--- src/rtl/loader_pkg.sv ---
// ----------------------------------------------------------------------------
// loader_pkg : shared state encoding and constants for the program loader
// Revision   : 1.0
// ----------------------------------------------------------------------------
`default_nettype none

package loader_pkg;

    typedef enum logic [2:0] {
        IDLE    = 3'd0,
        COUNT   = 3'd1,
        WORD_HI = 3'd2,
        WORD_LO = 3'd3,
        WRITE   = 3'd4,
        CSUM    = 3'd5,
        DONE    = 3'd6,
        ERROR   = 3'd7
    } loader_state_t;

    localparam logic [7:0] SYNC_BYTE_DEFAULT = 8'hA5;

endpackage

`default_nettype wire

--- src/rtl/loader_word_assembler.sv ---
// ----------------------------------------------------------------------------
// loader_word_assembler : HI/LO byte latches and XOR checksum (LOADER_CHECKSUM_EN)
// Revision              : 1.0
// ----------------------------------------------------------------------------
`default_nettype none

module loader_word_assembler #(
    parameter int ADDR_WIDTH        = 8,
    parameter int INSTRUCTION_WIDTH = 4,
    parameter int DATA_WIDTH        = ADDR_WIDTH + INSTRUCTION_WIDTH
) (
    input  logic                  clk,
    input  logic                  reset,
    input  logic [7:0]            byte_data,
    input  logic                  hi_en,
    input  logic                  lo_en,
`ifdef LOADER_CHECKSUM_EN
    input  logic                  sum_clear,
    input  logic                  sum_en,
    output logic [7:0]            checksum,
`endif
    output logic [DATA_WIDTH-1:0] program_cmd
);

    logic [INSTRUCTION_WIDTH-1:0] hi_q;
    logic [ADDR_WIDTH-1:0]        lo_q;

    // Only the bits that form the word are kept; the rest of each byte is ignored.
    always_ff @(posedge clk) begin
        if (!reset) begin
            hi_q <= '0;
            lo_q <= '0;
        end else begin
            if (hi_en) begin
                hi_q <= byte_data[INSTRUCTION_WIDTH-1:0];
            end
            if (lo_en) begin
                lo_q <= byte_data[ADDR_WIDTH-1:0];
            end
        end
    end

    assign program_cmd = {hi_q, lo_q};

`ifdef LOADER_CHECKSUM_EN
    always_ff @(posedge clk) begin
        if (!reset) begin
            checksum <= 8'd0;
        end else if (sum_clear) begin
            checksum <= 8'd0;
        end else if (sum_en) begin
            checksum <= checksum ^ byte_data;
        end
    end
`endif

endmodule

`default_nettype wire

--- src/rtl/program_loader.sv ---
// ----------------------------------------------------------------------------
// program_loader : framed byte-stream loader for the instruction memory;
//                  CSUM byte checked only when LOADER_CHECKSUM_EN is defined
// Revision       : 1.0
// ----------------------------------------------------------------------------
`default_nettype none

module program_loader
    import loader_pkg::*;
#(
    parameter int         ADDR_WIDTH        = 8,
    parameter int         INSTRUCTION_WIDTH = 4,
    parameter int         DATA_WIDTH        = ADDR_WIDTH + INSTRUCTION_WIDTH,
    parameter logic [7:0] SYNC_BYTE         = SYNC_BYTE_DEFAULT
) (
    input  logic                  clk,
    input  logic                  reset,
    input  logic                  byte_valid,
    input  logic [7:0]            byte_data,
    output logic                  byte_ready,
    output logic                  program_write,
    output logic [DATA_WIDTH-1:0] program_cmd,
    output logic [ADDR_WIDTH-1:0] prog_addr,
    output logic                  cpu_hold_n,
    output logic                  load_done,
    output logic                  load_error
);

`ifdef LOADER_CHECKSUM_EN
    localparam loader_state_t FINAL_STATE = CSUM;
`else
    localparam loader_state_t FINAL_STATE = DONE;
`endif

    loader_state_t state;
    loader_state_t next_state;
    logic [7:0]    word_count;
    logic          accept;
    logic          start;
    logic          hi_en;
    logic          lo_en;

    assign byte_ready = (state != WRITE);
    assign accept     = byte_valid && byte_ready;
    // A sync byte restarts only between frames; inside a frame it is data.
    assign start      = accept && (byte_data == SYNC_BYTE) &&
                        ((state == IDLE) || (state == DONE) || (state == ERROR));
    assign hi_en      = accept && (state == WORD_HI);
    assign lo_en      = accept && (state == WORD_LO);

`ifdef LOADER_CHECKSUM_EN
    logic [7:0] checksum;
    logic       sum_en;

    assign sum_en = accept && ((state == COUNT) || (state == WORD_HI) || (state == WORD_LO));
`endif

    loader_word_assembler #(
        .ADDR_WIDTH        (ADDR_WIDTH),
        .INSTRUCTION_WIDTH (INSTRUCTION_WIDTH),
        .DATA_WIDTH        (DATA_WIDTH)
    ) u_assembler (
        .clk         (clk),
        .reset       (reset),
        .byte_data   (byte_data),
        .hi_en       (hi_en),
        .lo_en       (lo_en),
`ifdef LOADER_CHECKSUM_EN
        .sum_clear   (start),
        .sum_en      (sum_en),
        .checksum    (checksum),
`endif
        .program_cmd (program_cmd)
    );

    always_comb begin
        next_state = state;
        case (state)
            IDLE, DONE, ERROR: begin
                if (start) begin
                    next_state = COUNT;
                end
            end
            COUNT: begin
                if (accept) begin
                    next_state = (byte_data == 8'd0) ? FINAL_STATE : WORD_HI;
                end
            end
            WORD_HI: begin
                if (accept) begin
                    next_state = WORD_LO;
                end
            end
            WORD_LO: begin
                if (accept) begin
                    next_state = WRITE;
                end
            end
            WRITE: begin
                next_state = (word_count == 8'd1) ? FINAL_STATE : WORD_HI;
            end
`ifdef LOADER_CHECKSUM_EN
            CSUM: begin
                if (accept) begin
                    next_state = (byte_data == checksum) ? DONE : ERROR;
                end
            end
`endif
            default: next_state = IDLE;
        endcase
    end

    always_ff @(posedge clk) begin
        if (!reset) begin
            state         <= IDLE;
            word_count    <= 8'd0;
            prog_addr     <= '0;
            program_write <= 1'b0;
            cpu_hold_n    <= 1'b1;
            load_done     <= 1'b0;
        end else begin
            state         <= next_state;
            program_write <= (next_state == WRITE);
            if (start) begin
                cpu_hold_n <= 1'b0;
                load_done  <= 1'b0;
                prog_addr  <= '0;
            end
            if ((state == COUNT) && accept) begin
                word_count <= byte_data;
            end
            if (state == WRITE) begin
                prog_addr  <= prog_addr + ADDR_WIDTH'(1);
                word_count <= word_count - 8'd1;
            end
            if ((next_state == DONE) && (state != DONE)) begin
                cpu_hold_n <= 1'b1;
                load_done  <= 1'b1;
            end
        end
    end

`ifdef LOADER_CHECKSUM_EN
    always_ff @(posedge clk) begin
        if (!reset) begin
            load_error <= 1'b0;
        end else if (start) begin
            load_error <= 1'b0;
        end else if ((next_state == ERROR) && (state != ERROR)) begin
            load_error <= 1'b1;
        end
    end
`else
    assign load_error = 1'b0;
`endif

endmodule

`default_nettype wire

--- config.mk ---
export PLATFORM = sky130hd
export DESIGN_NAME = program_loader
export DESIGN_NICKNAME = d
export VERILOG_FILES = /design/src/rtl/loader_pkg.sv /design/src/rtl/loader_word_assembler.sv /design/src/rtl/program_loader.sv
export SDC_FILE = /design/constraint.sdc
export NUM_CORES = 1
export LEC_CHECK = 0
export ABC_CLOCK_PERIOD_IN_PS = 2100
export CAP_MARGIN = 30
export CORE_MARGIN = 10
export CORE_UTILIZATION = 45
export CTS_CLUSTER_SIZE = 24
export DETAILED_ROUTE_END_ITERATION = 8
export PLACE_DENSITY = 0.73
export SLEW_MARGIN = 5
export SYNTH_ARGS = -nofsm -noshare
export SYNTH_HDL_FRONTEND = slang
export SYNTH_SLANG_ARGS = --single-unit
--- constraint.sdc ---
create_clock -name clk -period 2.1 [get_ports clk]
set_input_delay 0.525 -clock clk [delete_from_list [all_inputs] [get_ports clk]]
set_output_delay 0.525 -clock clk [all_outputs]
set_load 0.02 [all_outputs]
==> reports/metrics.cfg <==
[run_status]
outcome=completed

[synth]
ys_seq_elements=34
avgSynthCellArea_um2=8.56
synth_cell_types=42
syn-num-nets=202
syn_area_mm2=0.00161
synth_flop_cell=dfxtp_1
ys_warn_count=0
ys_seq_area_share_pct=42.3
syn_inst=188
synth-async-reset-ratio_pct=0
synth_edf_count=0

[critical_path]
cp-start-kind=flip-flop
path_class=flip-flop to output port
worstReg2RegStart=state[1]
rr_endpoint=word_count[6]
critPathTopFamily=buffers and inverters
worst-path-buf-inv=1
reg2reg_slack_ns=0.49
max_stage_delay_ns=0.64
crit_path_end_kind=output port
ff2ff_path_depth=6
required_ns=1.57
crit_path_max_fanout=6
crit_chain=clkdlybuf4s50_1
cp.arrival_ns=1.43
cp_slowest_cell=clkdlybuf4s50_1

[cells_and_area]
ff_latch_area_um2=682
final_cells=288
drive_above_1_share_pct=18.6
n_antenna_cell=0
fillCellCount=303
utilization_pct=64.2
area_growth_pct=35.1
final_cell_mix=dfxtp_1 (33), clkdlybuf4s50_1 (33), nand2_1 (28)
fin_nets=255
final_cell_area_mm2=0.00217
multi_input_area_um2=848

[grt]
grt_pass1_wl_um=7650
grt_use_total_pct=14.8
antenna_found_initial=0
grt_max_degree=29
top_usage_layer=met2
grtUsageMet2_pct=24.7
use_met1_pct=17.0
grt_pass1_vias=1577
grt-ovfl-total=0
grt_use_met3_pct=5.74

[drt]
vias_per_cell=5.47
via_count=1575
wl_per_cell_um=15.7
ant_nets=0
wl_um=4520
drc=0
drtIter0Drc=133
dr.pass1.iters=5

[timing]
finClkSkew_ns=0.0130
rsz0062_at_grt=no
tns_ns=0
tightest_slew_ns=0.516
min_period_ns=1.95
setup_viol=0
post-route-period-util_pct=93.1
fmax_ghz=0.512
relSlewSlack_pct=65.6
hold_viol=0
drv_slew=0

[floorplanning]
core_region_area_mm2=0.00339
die_y_um=79.8
dieArea_mm2=0.00637
die_w_um=79.8
start_util_pct=47.5
rows=21
ios=36

[worst_hold_path]
min_path_type=flip-flop to flip-flop
hold_path.startpoint=u_assembler.lo_q[7]
min_path_cells=2
worstHoldEndpoint=u_assembler.lo_q[7]

[cts]
cts_inserted_buffers=5
cts.sinks=34
clockBufferDepth=2
htreeDepth=2
insertion_delay_ns=0.34
cts_root_buf=clkbuf_4
cts_tree=done
path_clk_slew_ns=0.11

[pwr]
p_leak_uw=0.000765
total_power_uw=1090
p_per_area_mw_per_mm2=501
max-vdd-ir-drop_uv=379

[placed_design]
port_buffers=34
place_area_mm2=0.00211
hpwl_um=3360
placed_cells=280
place_congestion=0.876

[flow_run]
timing.max_cap.violations=0

[kinds of logic (layout without fill, tap and decap cells)]
logic type | after synthesis | count (layout) | share of synthesized area (%)
AO/OA/AOI/OAI | 48 | 48 | 18.1
XOR/XNOR | 1 | 1 | 0.544
adder cells (fa/ha/maj) | 3 | 3 | 2.33
buffers and inverters | 16 | 70 | 4.98
flip-flops | 34 | 34 | 42.3
multiplexers | 6 | 6 | 3.73
other | 1 | 1 | 0.233
AND/OR/NAND/NOR | 79 | 79 | 27.8
[through the flow]
step,hold slack (ns),setup WS (ns)
2_1_floorplan,0.462,0.603
3_3_place_gp,0.444,-0.00239
3_5_place_dp,0.449,-0.0695
4_1_cts,0.464,0.137
5_1_grt,0.493,0.0832
6_report,0.461,0.145
[power by group]
part | internal (uW) | switching (uW) | total, uW
registers | 645 | 0.300 | 645
clock network | 162 | 217 | 379
logic | 32.8 | 32.3 | 65.1
[cells in the mapped netlist (2+ instances only)]
library cell / n / area, um^2
clkbuf_1: 3 / 11.3
inv_1: 4 / 15.0
nand2_1: 28 / 105
o21ai_0: 5 / 25.0
o21a_1: 2 / 15.0
nor3_2: 2 / 20.0
nor4_2: 2 / 25.0
inv_2: 2 / 7.51
a21oi_1: 25 / 125
nor2_1: 12 / 45.0
mux2i_1: 6 / 60.1
a31oi_1: 5 / 31.3
nor3_1: 7 / 35.0
a22oi_1: 2 / 15.0
nor3b_4: 2 / 37.5
nand4_1: 5 / 31.3
or2_2: 2 / 12.5
ha_1: 3 / 37.5
a211oi_1: 2 / 15.0
nand3_1: 7 / 35.0
buf_2: 4 / 20.0
buf_4: 2 / 15.0
dfxtp_1: 34 / 681
and3_1: 4 / 25.0
[registers in the layout, summed over array words and instances, names as in the netlist]
name	flops
cpu_hold_n	1
load_done	1
prog_addr	8
program_write	1
state	3
u_assembler.hi_q	4
u_assembler.lo_q	8
word_count	8
[per-layer routing]
layer | vias up | part of all wire [%] | wire length (um)
met5 | - | 0 | 0
met1 | 732 | 42 | 1900
li1 | 785 | - | -
met3 | 7 | 7.4 | 336
met4 | 0 | 1.7 | 76
met2 | 51 | 49 | 2210
[cell type report]
cell class | count | area share (%)
Timing Repair Buffer | 56 | 23.2
Multi-Input combinational cell | 138 | 39.0
Sequential cell | 34 | 31.4
Tap cell | 46 | 2.65
Clock buffer | 7 | 2.53
Clock inverter | 1 | 0.230
Inverter | 6 | 1.04
[worst max-delay path by stage]
stage          cells past startpoint    startpoint           end  slack (ns)
6_report                           1  prog_addr[3]  prog_addr[3]        0.15
5_1_grt                            1  prog_addr[4]  prog_addr[4]        0.08
4_1_cts                            1  prog_addr[3]  prog_addr[3]        0.14
3_5_place_dp                       5  byte_data[3]  prog_addr[6]       -0.07
3_3_place_gp                       5  byte_data[3]  prog_addr[6]      -0.002
2_1_floorplan                      5  byte_data[3]    cpu_hold_n        0.60
[timing repair]
action                     CTS  global route
resized for setup            2             0
setup buffers                0             0
setup endpoints to repair    1             0
hold buffers                 0             0
Note: power is estimated with default switching activity, not from simulation.
